## config.mk

```make
export PLATFORM = sky130hd
export DESIGN_NAME = archer_attack_ctl_flat
export DESIGN_NICKNAME = d
export VERILOG_FILES = /design/src/rtl/archer_attack_if.sv /design/src/rtl/archer_attack_ctl.sv /design/src/flat_wrapper.sv
export SDC_FILE = /design/constraint.sdc
export NUM_CORES = 1
export LEC_CHECK = 0
export BUFFER_PORTS_ARGS = -buffer_cell sky130_fd_sc_hd__buf_2
export CORE_AREA = 4 4 56 84
export DETAILED_ROUTE_END_ITERATION = 6
export DIE_AREA = 0 0 60 88
export PLACE_DENSITY = 0.68
export SETUP_SLACK_MARGIN = 0.3
export SKIP_LAST_GASP = 1
export SYNTH_ARGS = -nofsm -noshare
export SYNTH_HDL_FRONTEND = slang
export SYNTH_SLANG_ARGS = --single-unit
```

## constraint.sdc

```tcl
create_clock -name clk -period 3.4 [get_ports clk]
set_clock_uncertainty 0.15 [all_clocks]
set_input_delay 0.17 -clock clk [delete_from_list [all_inputs] [get_ports clk]]
set_output_delay 0.17 -clock clk [all_outputs]
set_load 0.01 [all_outputs]
```

## src/rtl/archer_attack_if.sv

```systemverilog
// Signal bundle between the mouse/game-state logic and the archer attack sequencer.
// The master side drives the inputs; the slave side is the sequencer itself.
interface archer_attack_if;
    logic        mouse_clicked;
    logic [1:0]  game_active;
    logic        vblnk;
    logic        wpn_visible;
    logic [11:0] anim_x_offset;
    logic        arrow_fire;
    logic        busy;

    modport master (
        output mouse_clicked, game_active, vblnk,
        input  wpn_visible, anim_x_offset, arrow_fire, busy
    );

    modport slave (
        input  mouse_clicked, game_active, vblnk,
        output wpn_visible, anim_x_offset, arrow_fire, busy
    );
endinterface

```

## src/rtl/archer_attack_ctl.sv

```systemverilog
// Archer bow-attack sequencer: draw, release, hold, recover, cooldown, stepped by frame ticks.
// Optional ARCHER_AUTOFIRE_EN: a held button re-arms the shot after each cooldown.
module archer_attack_ctl #(
    parameter int unsigned MAX_OFFSET      = 24,
    parameter int unsigned STEP            = 4,
    parameter int unsigned HOLD_FRAMES     = 3,
    parameter int unsigned COOLDOWN_FRAMES = 10
) (
    input  logic           clk,
    input  logic           rst,
    archer_attack_if.slave bus
);

    typedef enum logic [2:0] {
        IDLE     = 3'd0,
        DRAW     = 3'd1,
        HOLD     = 3'd2,
        RECOVER  = 3'd3,
        COOLDOWN = 3'd4
    } state_t;

    localparam logic [11:0] MAX_OFF_C   = 12'(MAX_OFFSET);
    localparam logic [11:0] STEP_C      = 12'(STEP);
    localparam logic [8:0]  HOLD_LAST_C = 9'(HOLD_FRAMES - 1);
    localparam logic [8:0]  COOL_C      = 9'(COOLDOWN_FRAMES);

    state_t      state_r, state_s;
    logic [11:0] offset_r, offset_s;
    logic [7:0]  cnt_r, cnt_s;
    logic        wpn_r, wpn_s;
    logic        fire_r, fire_s;
    logic        busy_r, busy_s;
    logic        vblnk_r;
    logic        mouse_r;

    logic        tick_s;
    logic        click_s;
    logic        active_s;
    logic        start_s;
    logic [12:0] sum_s;
    logic [11:0] diff_s;
    logic [8:0]  cnt_inc_s;

    assign tick_s    = bus.vblnk & ~vblnk_r;
    assign click_s   = bus.mouse_clicked & ~mouse_r;
    assign active_s  = |bus.game_active;
    assign sum_s     = {1'b0, offset_r} + {1'b0, STEP_C};
    assign diff_s    = (offset_r > STEP_C) ? (offset_r - STEP_C) : 12'd0;
    assign cnt_inc_s = {1'b0, cnt_r} + 9'd1;

`ifdef ARCHER_AUTOFIRE_EN
    assign start_s = active_s & bus.mouse_clicked;
`else
    assign start_s = active_s & click_s;
`endif

    // Edge-detect flops for vblnk and the mouse button
    always_ff @(posedge clk or negedge rst) begin
        if (!rst) begin
            vblnk_r <= 1'b0;
            mouse_r <= 1'b0;
        end else begin
            vblnk_r <= bus.vblnk;
            mouse_r <= bus.mouse_clicked;
        end
    end

    // State, counter and registered outputs
    always_ff @(posedge clk or negedge rst) begin
        if (!rst) begin
            state_r  <= IDLE;
            offset_r <= 12'd0;
            cnt_r    <= 8'd0;
            wpn_r    <= 1'b0;
            fire_r   <= 1'b0;
            busy_r   <= 1'b0;
        end else begin
            state_r  <= state_s;
            offset_r <= offset_s;
            cnt_r    <= cnt_s;
            wpn_r    <= wpn_s;
            fire_r   <= fire_s;
            busy_r   <= busy_s;
        end
    end

    // Next-state and next-output logic; abort on inactive game overrides everything
    always_comb begin
        state_s  = state_r;
        offset_s = offset_r;
        cnt_s    = cnt_r;
        wpn_s    = wpn_r;
        fire_s   = 1'b0;
        busy_s   = busy_r;

        if (!active_s) begin
            state_s  = IDLE;
            offset_s = 12'd0;
            cnt_s    = 8'd0;
            wpn_s    = 1'b0;
            busy_s   = 1'b0;
        end else begin
            case (state_r)
                IDLE: begin
                    // A tick coinciding with the start is deliberately dropped
                    offset_s = 12'd0;
                    cnt_s    = 8'd0;
                    if (start_s) begin
                        state_s = DRAW;
                        wpn_s   = 1'b1;
                        busy_s  = 1'b1;
                    end else begin
                        wpn_s   = 1'b0;
                        busy_s  = 1'b0;
                    end
                end
                DRAW: begin
                    if (tick_s) begin
                        if (sum_s >= {1'b0, MAX_OFF_C}) begin
                            offset_s = MAX_OFF_C;
                            fire_s   = 1'b1;
                            state_s  = HOLD;
                            cnt_s    = 8'd0;
                        end else begin
                            offset_s = sum_s[11:0];
                        end
                    end else begin
                        offset_s = offset_r;
                    end
                end
                HOLD: begin
                    if (tick_s) begin
                        if (cnt_inc_s >= HOLD_LAST_C) begin
                            state_s = RECOVER;
                            cnt_s   = 8'd0;
                        end else begin
                            cnt_s   = cnt_inc_s[7:0];
                        end
                    end else begin
                        cnt_s = cnt_r;
                    end
                end
                RECOVER: begin
                    if (tick_s) begin
                        offset_s = diff_s;
                        if (diff_s == 12'd0) begin
                            wpn_s   = 1'b0;
                            state_s = COOLDOWN;
                            cnt_s   = 8'd0;
                        end else begin
                            wpn_s   = 1'b1;
                        end
                    end else begin
                        offset_s = offset_r;
                    end
                end
                COOLDOWN: begin
                    if (tick_s) begin
                        if (cnt_inc_s >= COOL_C) begin
                            state_s = IDLE;
                            busy_s  = 1'b0;
                            cnt_s   = 8'd0;
                        end else begin
                            cnt_s   = cnt_inc_s[7:0];
                        end
                    end else begin
                        cnt_s = cnt_r;
                    end
                end
                default: begin
                    state_s  = IDLE;
                    offset_s = 12'd0;
                    cnt_s    = 8'd0;
                    wpn_s    = 1'b0;
                    busy_s   = 1'b0;
                end
            endcase
        end
    end

    assign bus.wpn_visible   = wpn_r;
    assign bus.anim_x_offset = offset_r;
    assign bus.arrow_fire    = fire_r;
    assign bus.busy          = busy_r;

endmodule

```

## src/flat_wrapper.sv

```systemverilog
// flat-port wrapper written by rule: the top's interface ports become plain ports
module archer_attack_ctl_flat 
#(
    parameter int unsigned MAX_OFFSET      = 24,
    parameter int unsigned STEP            = 4,
    parameter int unsigned HOLD_FRAMES     = 3,
    parameter int unsigned COOLDOWN_FRAMES = 10
)
  (clk, rst, bus_mouse_clicked, bus_game_active, bus_vblnk, bus_wpn_visible, bus_anim_x_offset, bus_arrow_fire, bus_busy);
  archer_attack_if bus_i ();
  input  logic clk;
  input  logic rst;
  input wire logic [$bits(bus_i.mouse_clicked)-1:0] bus_mouse_clicked;
  input wire logic [$bits(bus_i.game_active)-1:0] bus_game_active;
  input wire logic [$bits(bus_i.vblnk)-1:0] bus_vblnk;
  output wire logic [$bits(bus_i.wpn_visible)-1:0] bus_wpn_visible;
  output wire logic [$bits(bus_i.anim_x_offset)-1:0] bus_anim_x_offset;
  output wire logic [$bits(bus_i.arrow_fire)-1:0] bus_arrow_fire;
  output wire logic [$bits(bus_i.busy)-1:0] bus_busy;
  assign bus_i.mouse_clicked = bus_mouse_clicked;
  assign bus_i.game_active = bus_game_active;
  assign bus_i.vblnk = bus_vblnk;
  assign bus_wpn_visible = bus_i.wpn_visible;
  assign bus_anim_x_offset = bus_i.anim_x_offset;
  assign bus_arrow_fire = bus_i.arrow_fire;
  assign bus_busy = bus_i.busy;
  archer_attack_ctl #(.MAX_OFFSET(MAX_OFFSET), .STEP(STEP), .HOLD_FRAMES(HOLD_FRAMES), .COOLDOWN_FRAMES(COOLDOWN_FRAMES)) u_core (.clk(clk), .rst(rst), .bus(bus_i));
endmodule
```

### After elaboration in Yosys (flattened, before gate mapping)

Index checks and enable logic that the tools add are counted.

* flip-flop bits (word level): 28
* input bits: 6
* output and inout port bits: 15
* word-level logic and storage cells: 87

* $add $sub $neg: 3
* magnitude comparators: 4
* equal/unequal tests: 16
* muxes and demuxes: 40
* bitwise operators: 5
* reduce and logical (&&, ||, !) cells: 11

Operators with widths (count)
* 8-bit two-way mux: 9
* 12-bit two-way mux: 5
* 12-bit case mux with 3 select lines: 1
* 8-bit case mux with 4 select lines: 1
* 3-bit two-way mux: 10
* 3-bit inequality test, second input constant: 5
* 3-bit case mux with 5 select lines: 1
* 12-bit by 3-bit adder with 13-bit output, second input constant: 1
* 13-bit by 5-bit greater-or-equal comparator with 1-bit output, second input constant: 1
* 12-bit by 3-bit greater-than comparator with 1-bit output, second input constant: 1
* 12-bit logical NOT: 1
* 3-bit by 2-bit inequality test with 1-bit output, second input constant: 4
* 12-bit by 3-bit subtractor with 12-bit output, second input constant: 1
* 1-bit two-way mux: 11
* 8-bit by 1-bit adder with 9-bit output, second input constant: 1
* 9-bit by 2-bit greater-or-equal comparator with 1-bit output, second input constant: 1
* 9-bit by 4-bit greater-or-equal comparator with 1-bit output, second input constant: 1
* 9-bit AND reduction: 1
* 3-bit by 2-bit equality test with 1-bit output, second input constant: 2
* 2-bit inequality test, second input constant: 3
* 1-bit case mux with 3 select lines: 2
* 3-bit AND reduction: 2
* 6-bit AND reduction: 1
* 3-bit OR reduction: 2
* other kinds (7): 11

### Depth between registers and ports, before layout

Gate-level depths: netlist of the first run.

* depth after elaboration: 7
* mapped depth: 10
* depth with buffers taken out: 8

### Least setup slack after synthesis of the first run

No wires, ideal clock.

* path type: register to register
* start point: reg u_core.offset_r[3] (netlist: u_core.bus.anim_x_offset[3])
* end point: reg u_core.cnt_r[2]
* library setup time: 0.104 ns
* arrival: 2.581 ns
* data required time: 3.146 ns
* setup slack: 0.565 ns
* stages on the path, launching flop included: 11
* buffers on the path: 2
* period minus slack after synthesis: 2.835 ns
* cells stage by stage: dfrtp_1 clkbuf_1 inv_1 ha_1 inv_1 or4_4 nor4_4 o221ai_2 or2_1 buf_6 o41ai_2

* word-level cells in the longest chain between the ends: 5
* elaborated cells on any way between the ends: 9
* classes of those cells: 2 x add/sub; 2 x order compare; 2 x eq/ne; 1 x mux; 2 x reduce/logical

Ends and longest elaborated chain
* from (decl): RTL line archer_attack_ctl.sv:28 `logic [11:0] offset_r, offset_s;`
* from (signal assigned): RTL line archer_attack_ctl.sv:79 `offset_r <= offset_s;`
* parallel branches: the longest is 4 deep, another holds 12-bit by 3-bit adder with 13-bit output
* 6-bit AND reduction (no source line) (*)
* to (signal assigned): RTL line archer_attack_ctl.sv:80 `cnt_r <= cnt_s;`
* to (decl): RTL line archer_attack_ctl.sv:29 `logic [7:0] cnt_r, cnt_s;`

Mark *: on every way between the ends.
A chain may end at the register's enable or synchronous reset.

### Worst setup path in the final report of the first run

Ends and elaborated chain as after synthesis.

==> flow_summary.toml, run 1 <==
[outcome]
status = "completed"

[global_route]
grt_pass1_wl_um = 7690
track_usage_pct = 19.0
antenna_found_initial = 0
grt_max_degree = 29
globalRoute.totalOverflow = 0
grt_pass1_vias = 1660

[route]
routed_wl_um = 4570
drtIter0Drc = 126
drtAntennaViolNets = 0
wl_per_cell_um = 16.8
drc_errors = 0
first_pass_iters = 4
vias = 1674
via_per_inst = 6.18

[timing]
max_slew.worst_pin.slew_ns = 0.668
setup_viol = 0
drv_slew = 0
fin_crit_sh_pct = 86.0
whs_ns = 0.0770
slew_headroom_pct = 55.3
rsz0062_at_grt = "false"
hold_viol = 0
worst_slack_ns = 0.475
finalSetupTns_ns = 0
clock.fmax_mhz = 342
fin_crit_ns = 2.93

[cts]
clockRootBuffer = "clkbuf_8"
cts_buffers = 3
cts_tree = "yes"
htreeDepth = 1
clk_pin_slew_ns = 0.09
clk_path_buf_depth = 2
cts_sinks = 28
clock_latency_ns = 0.27

[cells_and_area]
instances_no_fill = 271
nets = 238
num_antenna_cells = 0
area_delta_synth_final_pct = 9.01
post-route-util_pct = 54.0
drive_above_1_share_pct = 22.1

[worst_setup_path]
rr_endpoint = "u_core.cnt_r[2]$_DFFE_PN0P_"
required_ns = 3.43
ff2ff_setup_slack_ns = 0.47
worstSetupEndpointType = "flop"
ff2ff_path_depth = 8
critPathArrivalTime_ns = 2.95
rr_startpoint = "u_core.bus.anim_x_offset[3]$_DFFE_PN0P_"
critPathLaunch = "u_core.bus.anim_x_offset[3]$_DFFE_PN0P_"
crit_type = "flop to flop"
path_max_fanout = 10
critPathLaunchType = "flop"

[yosys]
netlist_instances = 212
yosysMostFrequentCell = "dfrtp_1"
synth_top_area_share_pct = 36.0
synthDistinctLibCells = 63
synth_top_flop_cell = "dfrtp_1"
synth_edf_count = 0
async_flop_share_pct = 100
syn_area_um2 = 1940
ys_warn_count = 0
syn-num-nets = 223
synth-seq-area-share_pct = 36.0
synthTopCellsByCount = "dfrtp_1, o21ai_0, nand2_1"
ys_top_cells_by_area = "dfrtp_1, o21ai_0, ha_1"
synth_largest_area_cell = "dfrtp_1"
synth_area_per_cell_um2 = 9.17
ys_ff_latch = 28

[die]
ioPinCount = 21
start_util_pct = 49.6
die_x_um = 60
dieArea_um2 = 5280
core_um2 = 3920
fp.dieH_um = 88
row_count = 28

[power_and_ir_drop]
seq_power_share_pct = 52.3
internal_power_uw = 485
clkPwrFrac_pct = 30.7
switchingPower_uw = 179
peakVddDrop_v = 0.000207
power_leakage_nw = 0.964
combinationalPowerShare_pct = 17.1
pwr_density_cell_nw_per_um2 = 313
swShare_pct = 27.0

[worst_hold_path]
min_path_cells = 3
hp-class = "input port to flop"
hold_start = "bus_game_active[0]"
hold_end = "u_core.bus.busy$_DFFE_PN0P_"

[placed_design]
portBuffers = 20
post-place-ws_ns = 0.508
gp_congestion = 0.864
dp.final_hpwl_um = 3410
placedCellCount = 264

[flow_run]
drv_cap = 0
-- cell usage in the layout, fill, tap and decap left out, types with 2 or more instances in the layout --
| master | Yosys | final |
|---|---|---|
| a41oi_1 | 4 | 4 |
| a221o_1 | 2 | 2 |
| nand4_1 | 2 | 2 |
| and3_2 | 2 | 2 |
| nand3_1 | 3 | 3 |
| nor2_1 | 13 | 13 |
| and3_1 | 2 | 2 |
| inv_1 | 7 | 7 |
| a21oi_1 | 9 | 9 |
| ha_1 | 5 | 5 |
| o41ai_1 | 2 | 2 |
| nor4_1 | 5 | 5 |
| nor2b_1 | 4 | 4 |
| nand2_1 | 15 | 15 |
| or2_2 | 2 | 2 |
| and2_2 | 4 | 4 |
| nor4_4 | 2 | 2 |
| buf_2 | 5 | 20 |
| a211oi_1 | 2 | 2 |
| o21ai_0 | 17 | 17 |
| nand2b_1 | 2 | 2 |
| and2_1 | 4 | 4 |
| dfrtp_1 | 28 | 28 |
| xnor2_1 | 2 | 2 |
| o211ai_1 | 6 | 6 |
| buf_4 | 1 | 2 |
| o31ai_2 | 2 | 2 |
| or3_1 | 4 | 4 |
| o31ai_1 | 5 | 5 |
| clkbuf_8 | 0 | 4 |
| a311oi_1 | 2 | 2 |
| nor3_1 | 6 | 6 |
| xor2_1 | 5 | 5 |
| dlygate4sd3_1 | 0 | 3 |
| nor3b_1 | 2 | 2 |
-- cell type report --
class | count | area [um^2]
multi-input combinational | 162 | 1140
inverter | 7 | 26.3
clock buffer | 4 | 55.1
sequential | 28 | 701
timing repair buffer | 25 | 145
tap | 45 | 56.3
fill | 361 | 1800
-- routing by layer --
layer  track usage (%)  routed length (um)  vias to the layer above
li1                  -                   -                      824
met1              21.4                1830                      803
met2              34.4                2510                       36
met3              1.92                  98                       11
met4              9.48                 130                        0
met5                 0                   0                        -
-- state kept, by name, summed over array words and instances (netlist names) --
signal,count
u_core.cnt_r,8
u_core.vblnk_r,1
u_core.bus.anim_x_offset,12
u_core.bus.busy,1
u_core.bus.arrow_fire,1
u_core.mouse_r,1
u_core.state_r,3
u_core.bus.wpn_visible,1
-- timing repair --
action                                  CTS  global route
setup buffers                             0             0
hold buffers                              3             0
gates resized for setup                   0             0
hold endpoints to repair                 30             0
endpoints found under the setup margin    0             0
-- critical path, stage by stage (launching register included) --
cell and delay (ns):
dfrtp_1 0.51, inv_1 0.12, ha_1 0.32, inv_1 0.07, or4_4 0.53, nor4_4 0.23
o221ai_2 0.19, or2_1 0.41, o41ai_2 0.31
-- power groups by stage --
stage,Combinational (mW),Sequential (mW),Clock (mW)
global route,0.128,0.349,0.225
CTS,0.114,0.347,0.215
detailed placement,0.110,0.354,0
finish,0.113,0.347,0.204
global placement,0.110,0.353,0
floorplan,0.0801,0.352,0
-- per-stage QoR --
stage               total power [mW]  area (um^2)
floorplan                      0.433         1940
global placement               0.463         2030
detailed placement             0.464         2030
CTS                            0.676         2120
global route                   0.702         2120
finish                         0.664         2120
-- cells by family after synthesis --
group | after synthesis | synth area share [%]
buffers and inverters | 22 | 5.53
AOI/OAI and AO/OA | 65 | 24.8
adders and majority gates | 5 | 3.22
xor gates and xnor gates | 7 | 3.15
and+or+nand+nor | 83 | 26.2
DFF | 28 | 36.0
muxes | 2 | 1.09
-- worst max-delay path by stage --
stage | end | slack, ns | cells past startpoint
global route | u_core.cnt_r[2]$_DFFE_PN0P_ | 0.31 | 8
finish | u_core.cnt_r[2]$_DFFE_PN0P_ | 0.47 | 8
CTS | u_core.cnt_r[2]$_DFFE_PN0P_ | 0.49 | 8
global placement | u_core.cnt_r[2]$_DFFE_PN0P_ | 0.58 | 8
detailed placement | u_core.cnt_r[2]$_DFFE_PN0P_ | 0.51 | 8
floorplan | u_core.cnt_r[2]$_DFFE_PN0P_ | 0.57 | 10
Note: power is estimated with default switching activity, not from simulation.
==> run 2, diff against run 1 <==
Settings changed: CTS_BUF_LIST from default to sky130_fd_sc_hd__clkbuf_8, CTS_CLUSTER_SIZE from default to 28.
Clock period 3.4 ns to 3.1 ns, I/O delays scaled along.
==> run 2 against run 1 <==
Compared with the run above:
- clock-buffer cell count shrank 1
- sequential share of layout area down 0.74 points
- register-to-register slack hardly changed
- worst hold slack lost 0.033 ns
- sequential cell count unchanged
- setup slack better by 0.0060 ns
- total power grew 20%
- critical path depth unchanged
- clock power grew 41%
- largest cell class unchanged
- largest power group unchanged
==> flow_summary.toml, run 2 (synthesis gave the netlist of run 1 again) <==
[worst_setup_path]
slowest_delay_ns = 0.44
slowest_stage = "or4_4"
worst_path_dominant_cell_family = "simple AND/OR/NAND/NOR gates"
critPathLaunchType = "flop"
crit_type = "flop to flop"
rr_endpoint = "u_core.cnt_r[2]$_DFFE_PN0P_"
critPathArrivalTime_ns = 2.65
required_ns = 3.13
critPathLaunch = "u_core.bus.anim_x_offset[2]$_DFFE_PN0P_"
ff2ff_setup_slack_ns = 0.48
worstSetupEndpointType = "flop"
worst-path-buf-inv = 1
cp_cell_sequence = "inv_1, ha_1, and2b_1, or4_4, nor4_4, o221ai_4, or2_4, o41ai_2"
rr_startpoint = "u_core.bus.anim_x_offset[2]$_DFFE_PN0P_"
path_max_fanout = 10
ff2ff_path_depth = 8

[worst_hold_path]
hold_start = "bus_game_active[0]"
min_path_cells = 3
hold_end = "u_core.bus.busy$_DFFE_PN0P_"
hp-class = "input port to flop"

[cts]
htreeDepth = 1
clk_path_buf_depth = 2
cts_tree = "yes"
clk_pin_slew_ns = 0.10
cts_buffers = 3
cts_setup_buffers = 0
cts_sinks = 28
clockRootBuffer = "clkbuf_8"
clock_latency_ns = 0.28

[power_and_ir_drop]
power_leakage_nw = 0.984
power_uw = 798
combinationalPowerShare_pct = 16.2
internal_power_uw = 595
peakVddDrop_v = 0.000265
seq_power_share_pct = 47.7
clkPwrFrac_pct = 36.1
pwr_density_cell_nw_per_um2 = 368
switchingPower_uw = 203
swShare_pct = 25.4

[die]
row_count = 28
die_x_um = 60
ioPinCount = 21
core_um2 = 3920
dieArea_um2 = 5280
start_util_pct = 49.6
fp.dieH_um = 88

[timing]
fin_crit_sh_pct = 84.5
fin_crit_ns = 2.62
hold_viol = 0
finalSetupTns_ns = 0
slew_headroom_pct = 58.6
setup_viol = 0
max_slew.worst_pin.slew_ns = 0.621
drv_slew = 0
clock.fmax_mhz = 382
worst_slack_ns = 0.481
rsz0062_at_grt = "false"

[route]
drtIter0Drc = 94
drc_errors = 0
vias = 1668
via_per_inst = 6.11
routed_wl_um = 4430
wl_per_cell_um = 16.2
first_pass_iters = 4
drtAntennaViolNets = 0

[cells_and_area]
area_delta_synth_final_pct = 11.5
drive_above_1_share_pct = 23.7
seq_area_um2 = 701
multiInputGateArea_um2 = 1150
mostFrequentLayoutCells = "dfrtp_1, buf_2, o21ai_0"
fill_cells = 373
num_antenna_cells = 0
stdcell_area_um2 = 2170
final_common_cell = "dfrtp_1"
nets = 240
instances_no_fill = 273
largest_register_ffs = 12

[placed_design]
post-place-ws_ns = 0.346
placedCellCount = 266
place_area_um2 = 2050
portBuffers = 20
dp.final_hpwl_um = 3350
gp_congestion = 0.836

[global_route]
globalRoute.totalOverflow = 0
track_usage_pct = 18.7
grt_max_degree = 29
antenna_found_initial = 0
grt_pass1_vias = 1648
grt_pass1_wl_um = 7580

[flow_run]
drv_cap = 0

[outcome]
status = "completed"
## run 2: cell count changes in the layout (fill, tap and decap cells not counted)
cell,delta
o221ai_4,+1
a21oi_1,-1
a21oi_2,+1
or2_1,-1
buf_4,+2
bufinv_16,+1
o221ai_2,-1
or2_4,+1
clkbuf_8,-1
## run 2: through the flow
step / utilization, % / hold WS (ns)
floorplan: - / -0.291
global placement: 52.2 / 0.0598
detailed placement: 52.2 / 0.0616
CTS: 54.8 / 0.0393
global route: 55.3 / 0.0646
finish: 55.3 / 0.0438
## run 2: cell type report
class,count,share of cell area [%]
Inverter,7,1.21
Sequential cell,28,32.3
Tap cell,45,2.60
Clock inverter,1,1.38
Multi-Input combinational cell,162,53.2
Clock buffer,3,1.90
Timing Repair Buffer,27,7.39
## run 2: metal layers
metal / vias to the layer above / track usage [%] / share of wire, %
met5: - / 0 / 0
met4: 0 / 12.3 / 4.5
met3: 15 / 2.21 / 2.1
met2: 29 / 31.9 / 52
met1: 797 / 21.4 / 41
li1: 827 / - / -
## run 2: power groups by stage
stage | combinational [mW] | sequential (mW) | clock [mW]
3_5_place_dp | 0.122 | 0.388 | 0
5_1_grt | 0.146 | 0.382 | 0.315
4_1_cts | 0.126 | 0.380 | 0.297
3_3_place_gp | 0.121 | 0.387 | 0
6_report | 0.129 | 0.381 | 0.288
2_1_floorplan | 0.0879 | 0.387 | 0
## run 2: worst register-to-register path, stage by stage (launching register included)
cell,delay [ns]
dfrtp_1,0.39
inv_1,0.14
ha_1,0.24
and2b_1,0.19
or4_4,0.44
nor4_4,0.20
o221ai_4,0.18
or2_4,0.33
o41ai_2,0.27
## run 2: how the worst max path moves through the flow
stage	slack (ns)	depth (start not counted)	endpoint
6_report	0.48	8	u_core.cnt_r[2]$_DFFE_PN0P_
2_1_floorplan	0.30	10	u_core.cnt_r[2]$_DFFE_PN0P_
3_3_place_gp	0.42	8	u_core.cnt_r[2]$_DFFE_PN0P_
4_1_cts	0.32	8	u_core.cnt_r[2]$_DFFE_PN0P_
3_5_place_dp	0.35	8	u_core.cnt_r[2]$_DFFE_PN0P_
5_1_grt	0.29	8	u_core.cnt_r[2]$_DFFE_PN0P_
## run 2: what timing repair did
| action | 4_1_cts | 5_1_grt |
|---|---|---|
| gates resized for setup | 0 | 3 |
| endpoints found under the hold margin | 30 | 0 |
| hold buffers | 3 | 0 |
| setup endpoints to repair | 0 | 10 |
